===== src/rtl/spi_master_tx.sv =====
// SPI master transmit stage: frames a parallel word under active-low cs, shifts it MSB-first
// on MOSI and captures the slave's one-cycle-delayed MISO echo for a loopback check.
module spi_master_tx #(
  parameter int DATA_W  = 4,
  parameter int CLK_DIV = 1
) (
  input  logic              clk,
  input  logic              rst,
  input  logic [DATA_W-1:0] tx_data,
  input  logic              send,
  input  logic              MISO,
  output logic              MOSI,
  output logic              cs,
  output logic              busy,
  output logic              done,
  output logic [DATA_W-1:0] rx_data,
  output logic              err
);

  localparam int BCW = $clog2(DATA_W + 1);

  typedef enum logic [1:0] {IDLE, SHIFT, CAPTURE, DONE} state_t;

  state_t            r_state;
  state_t            w_next;
  logic [DATA_W-1:0] r_tx_sh;
  logic [DATA_W-1:0] r_tx_lat;
  logic [DATA_W-1:0] r_rx_sh;
  logic [DATA_W-1:0] r_rx_data;
  logic              r_err;
  logic [7:0]        r_div;
  logic [BCW-1:0]    r_bit;
  logic              w_div_tc;
  logic              w_last_bit;
  logic              w_sample;

  assign w_div_tc   = (r_div == 8'(CLK_DIV - 1));
  assign w_last_bit = (r_bit == BCW'(DATA_W - 1));
  assign rx_data    = r_rx_data;
  assign err        = r_err;

  always_ff @(posedge clk) begin
    if (rst) r_state <= IDLE;
    else     r_state <= w_next;
  end

  // MISO lags MOSI by one clk, so the first cycle of each period after the first
  // (and of CAPTURE) carries the previous bit.
  always_comb begin
    w_next   = r_state;
    cs       = 1'b1;
    MOSI     = 1'b0;
    busy     = 1'b1;
    done     = 1'b0;
    w_sample = 1'b0;
    case (r_state)
      IDLE: begin
        busy = 1'b0;
        if (send) w_next = SHIFT;
      end
      SHIFT: begin
        cs       = 1'b0;
        MOSI     = r_tx_sh[DATA_W-1];
        w_sample = (r_div == 8'd0) && (r_bit != '0);
        if (w_div_tc && w_last_bit) w_next = CAPTURE;
      end
      CAPTURE: begin
        w_sample = (r_div == 8'd0);
        if (w_div_tc) w_next = DONE;
      end
      DONE: begin
        done   = 1'b1;
        w_next = IDLE;
      end
      default: w_next = IDLE;
    endcase
  end

  always_ff @(posedge clk) begin
    if (rst) begin
      r_tx_sh   <= '0;
      r_tx_lat  <= '0;
      r_rx_sh   <= '0;
      r_rx_data <= '0;
      r_err     <= 1'b0;
      r_div     <= 8'd0;
      r_bit     <= '0;
    end else begin
      case (r_state)
        IDLE: begin
          r_div <= 8'd0;
          r_bit <= '0;
          if (send) begin
            r_tx_sh  <= tx_data;
            r_tx_lat <= tx_data;
            r_rx_sh  <= '0;
          end
        end
        SHIFT: begin
          if (w_div_tc) begin
            r_div   <= 8'd0;
            r_tx_sh <= r_tx_sh << 1;
            r_bit   <= w_last_bit ? '0 : r_bit + 1'b1;
          end else begin
            r_div <= r_div + 8'd1;
          end
        end
        CAPTURE: begin
          r_div <= w_div_tc ? 8'd0 : r_div + 8'd1;
        end
        DONE: begin
          r_rx_data <= r_rx_sh;
          r_err     <= (r_rx_sh != r_tx_lat);
        end
        default: r_div <= 8'd0;
      endcase
      if (w_sample) r_rx_sh <= {r_rx_sh[DATA_W-2:0], MISO};
    end
  end

endmodule


===== config.mk =====
export PLATFORM = sky130hd
export DESIGN_NAME = spi_master_tx
export DESIGN_NICKNAME = d
export VERILOG_FILES = /design/src/rtl/spi_master_tx.sv
export SDC_FILE = /design/constraint.sdc
export NUM_CORES = 1
export LEC_CHECK = 0
export CAP_MARGIN = 20
export CORE_MARGIN = 5
export CORE_UTILIZATION = 37
export CTS_CLUSTER_DIAMETER = 30
export DETAILED_ROUTE_END_ITERATION = 12
export SETUP_SLACK_MARGIN = 0.02
export SYNTH_ARGS = -nofsm -noshare
export SYNTH_HDL_FRONTEND = slang
export SYNTH_SLANG_ARGS = --single-unit

===== constraint.sdc =====
create_clock -name clk -period 2 [get_ports clk]
set_input_delay 0.5 -clock clk [delete_from_list [all_inputs] [get_ports clk]]
set_output_delay 0.5 -clock clk [all_outputs]
set_load 0.005 [all_outputs]

## Yosys cells after proc, flatten, opt, wreduce, memory -nomap -nowiden

Cells that the tools add are included.

- Bits in registers: 30
- Bits of input ports: 8
- Output and inout port bits: 9
- Word-level logic and storage cells: 54

- Add/subtract/negate cells: 2
- Eq/ne operators: 9
- Mux-type cells: 20
- Reduce and logical (&&, ||, !) cells: 15

Operator list:

| operator | count |
|---|---|
| two-way mux 4 bit | 5 |
| one-hot mux 8 bit (2 select lines) | 1 |
| adder 8 x 1 -> 8 bit, second input constant | 1 |
| zero test 8 bit | 1 |
| two-way mux 8 bit | 1 |
| != test 2 bit, second input constant | 4 |
| one-hot mux 2 bit (4 select lines) | 1 |
| one-hot mux 4 bit (2 select lines) | 1 |
| nonzero test 2 bit | 4 |
| two-way mux 2 bit | 3 |
| two-way mux 3 bit | 2 |
| one-hot mux 3 bit (2 select lines) | 1 |
| AND reduction 2 bit | 3 |
| AND reduction 3 bit | 2 |
| equality test 2 bit, second input constant | 2 |
| two-way mux 1 bit | 4 |
| != test 4 bit | 1 |
| adder 3 x 1 -> 3 bit, second input constant | 1 |
| equality test 3 x 2 -> 1 bit, second input constant | 1 |
| nonzero test 3 bit | 1 |
| equality test 2 x 1 -> 1 bit, second input constant | 1 |
| logical AND 1 bit | 2 |
| zero test 2 bit | 1 |
| one-hot mux 1 bit (2 select lines) | 1 |
| OR reduction 2 bit | 1 |

## Longest topological paths before layout

- Depth in word-level cells: 5
- Mapped depth: 7
- Mapped depth without buffers: 6

## Least setup slack after synthesis

OpenSTA, ideal clock, no wires.

- Kind: register -> register
- From: reg r_state[0]
- To: reg r_tx_sh[1]
- Library setup time: 71 ps
- Arrival: 1635 ps
- Data required time: 1929 ps
- Slack: 294 ps
- Stages on the path, launching flop included: 8
- Path buffers: 1
- Period minus slack after synthesis: 1706 ps
- Cells stage by stage: dfxtp_1 inv_1 ha_1 clkbuf_1 nor2b_1 a31oi_4 or3_1 a21oi_1

- Longest elaborated chain between the ends: 3
- Elaborated cells on any way between the ends: 7
- Classes of those cells: eq/ne: 3; mux: 1; reduce/logical: 3

Ends and longest elaborated chain:

| what | RTL line | RTL |
|---|---|---|
| start: declaration | 24 | `state_t r_state;` |
| start signal: assignment | 44 | `else r_state <= w_next;` |
| equality test 2 x 1 -> 1 bit or zero test 2 bit (tied branches) | 89 | `case (r_state)` |
| != test 2 bit (no line) or nonzero test 2 bit (tied branches) | -- |  |
| AND reduction 3 bit (no line) | -- |  |
| end signal: assignment | 94 | `r_tx_sh <= tx_data;` |
| end signal: assignment | 102 | `r_tx_sh <= r_tx_sh << 1;` |
| end: declaration | 26 | `logic [DATA_W-1:0] r_tx_sh;` |

Several ways; a longest one is shown, not always the timed one.
A chain may end at the register's enable or synchronous reset.

## Final worst setup path

- From: reg r_state[0]
- To: out done

- Longest elaborated chain between the ends: 2

Ends and longest elaborated chain:

| what | RTL line | RTL |
|---|---|---|
| equality test 2 bit | 56 | `case (r_state)` |
| two-way mux 1 bit | 56 |  |
| end: declaration | 15 | `output logic done,` |

No other way between the ends.

==> out/metrics.cfg <==
[power_and_ir_drop]
combPwrFrac=0.349
powerDensity_nw_per_um2=1186
p_int_uw=1578
ir_drop_uv=628.1
power_frac_seq=0.322
p_leak_uw=0.0007528
p_total_uw=2307
clkPwrFrac=0.329
p_sw_frac=0.3163
net-switching-power_uw=729.8

[routing]
wl_per_cell_um=13.60
routed_wl_um=3372
drtIter0Drc=67
vias=1271
ant_nets=0
avgViaCountPerCell=5.125
first_pass_iters=4
drc=0

[clock_tree]
cts_buffers=5
htreeDepth=2
clkTransAtPathRegs_ns=0.06
clockBufferDepth=2
tritoncts=done
clk_latency_ns=0.28
ctsRootBufferMaster=clkbuf_8
holdBufCountCts=0
numClockSinks=30

[placed_design]
place_congestion=0.7871
place_area_um2=1765
dp_cells=238
portBuffers=16
dp_hpwl_um=2540

[floorplanning]
fp.dieW_um=73.84
fp.coreArea_um2=3971
start_util=0.3796
fp.dieH_um=73.84
ios=17
rows=23
dieArea_um2=5452

[sta]
period_share=0.9106
skew_ns=0.005509
max-slew-margin-rel=0.6988
fmax_mhz=549.1
hold_slack_ns=0.4658
rsz0062_at_grt=no
finalWorstPathRequiredPeriod_ns=1.821
final-hold-violation-count=0
finalSetupViolCount=0
worst_pin_slew_ns=0.4488
final_max_slew_viol_count=0
setup_tns_ns=0

[synth]
synthCells=170
synth_seq_area_share=0.3983
syn_avg_cell_area_um2=8.869
synth_top_cell_area_share=0.3983
ys.flop_type=dfxtp_1
synth.distinct_cells=35
yosys.cell_count.top_type=dfxtp_1
syn_nets=188
yosysTopAreaCell=dfxtp_1
syn-cell-area_um2=1508
yosysWarnings=0
synthTopCellsByCount=dfxtp_1, nor2_1, a21oi_1, nand2_1, inv_1
ys_top_cells_by_area=dfxtp_1, ha_1, mux2i_1, a21oi_1, nor2_1
synth_edf_count=0
async_reset_ff_frac=0
synth_seq_cells=30

[global_route]
overflow=0
antenna_found_initial=0
grt_pass1_wl_um=5823
grt_pass1_vias=1314
grtUsageTotal=0.1406
grt_max_degree=23

[critical_path]
critPathLaunchType=register
cp_cell_sequence=ha_1, clkdlybuf4s50_1
critical_path_required_ns=1.50
crit_fanout=4
cp.arrival_ns=1.32
criticalPathCategory=register to output port
crit_slowest_cell=clkdlybuf4s50_1
cpPeakStageDelay_ns=0.50
endpoint_kind=output port

[layout]
final_area_um2=1946
num_antenna_cells=0
final_cells=248
area.growth.synth_to_final_pct=29.05
fin_nets=215
n_fill_cell=369
drive_above_1_share=0.1364

[outcome]
status=finished, final reports clean

[job]
cap_violations=0

[worst_hold_path]
hp-class=register to register

## state kept, by name, indices dropped and copies added (netlist names)
| name | flops |
|---|---|
| r_tx_lat | 4 |
| r_div | 8 |
| r_state | 2 |
| r_bit | 3 |
| r_rx_sh | 4 |
| err | 1 |
| r_tx_sh | 4 |
| rx_data | 4 |
## power by group through the flow
stage	combinational (µW)	clock (µW)	sequential, µW
CTS	807	781	737
finish	805	760	742
detailed placement	784	0	742
floorplan	501	0	725
global placement	765	0	734
global route	906	810	750
## cells in the final DEF (no fill, tap or decap), types with 5 or more instances in the layout
cell | netlist | layout
a21oi_1 | 17 | 17
buf_4 | 0 | 10
clkbuf_8 | 0 | 6
clkdlybuf4s50_1 | 0 | 13
dfxtp_1 | 30 | 28
ha_1 | 10 | 8
inv_1 | 11 | 10
mux2i_1 | 9 | 9
nand2_1 | 15 | 15
nand4_1 | 5 | 5
nor2_1 | 18 | 18
o21ai_0 | 5 | 5
xor2_1 | 6 | 6
## cell families (layout without fill, tap and decap cells)
group | Yosys count | in the layout | share of synthesized area
simple gates | 59 | 59 | 0.2058
compound gates | 35 | 35 | 0.1510
fa+ha+maj | 10 | 10 | 0.08299
buf+inv | 17 | 45 | 0.04398
flops | 30 | 30 | 0.3983
xor+xnor | 10 | 10 | 0.05809
mux | 9 | 9 | 0.05975
## through the flow
step	utilization	setup slack, ns
after floorplan	-	0.2944
after global placement	0.4445	0.2053
after detailed placement	0.4445	0.1251
after CTS	0.4868	0.02316
after global routing	0.4899	0.1217
final	0.4899	0.1788
## worst max-delay path: cells and delay by family, from the launching register on
family     cells  cell delay [ns]
fa+ha+maj      1             0.16
buf+inv        1             0.50
flops          1             0.37
## path summary, 6_finish.rpt
path         startpoint          to  slack [ns]  depth (start not counted)
max reg2reg    r_div[1]  r_rx_sh[1]        0.28                          7
min reg2reg    r_bit[2]    r_bit[2]        0.47                          2
max          r_state[0]        done        0.18                          2
min            r_bit[2]    r_bit[2]        0.47                          2
## timing repair
item                                    in CTS  in global routing
buffers inserted                             1                  1
resized for setup                            9                  2
endpoints found under the hold margin        0                  0
cloned                                       0                  0
endpoints found under the setup margin       3                  6
## metal layers
metal  wire length (µm)  vias up  share of wire  GRT usage
li1                   -      651              -          -
met1               1532      587           0.45     0.1616
met2               1575       24           0.47     0.2254
met3                169        9          0.050    0.04651
met4                 95        0          0.028    0.08249
met5                  0        -              0          0
## area by class of cell
type                       count  area (µm²)  share of cell area
inverter                      11       41.29             0.02122
sequential                    30       608.1              0.3125
clock buffer                   6       82.58             0.04244
multi-input combinational    123       855.8              0.4399
tap                           50       62.56             0.03215
clock inverter                 2       60.06             0.03087
timing repair buffer          26       235.2              0.1209
Note: power is estimated with default switching activity, not from simulation.
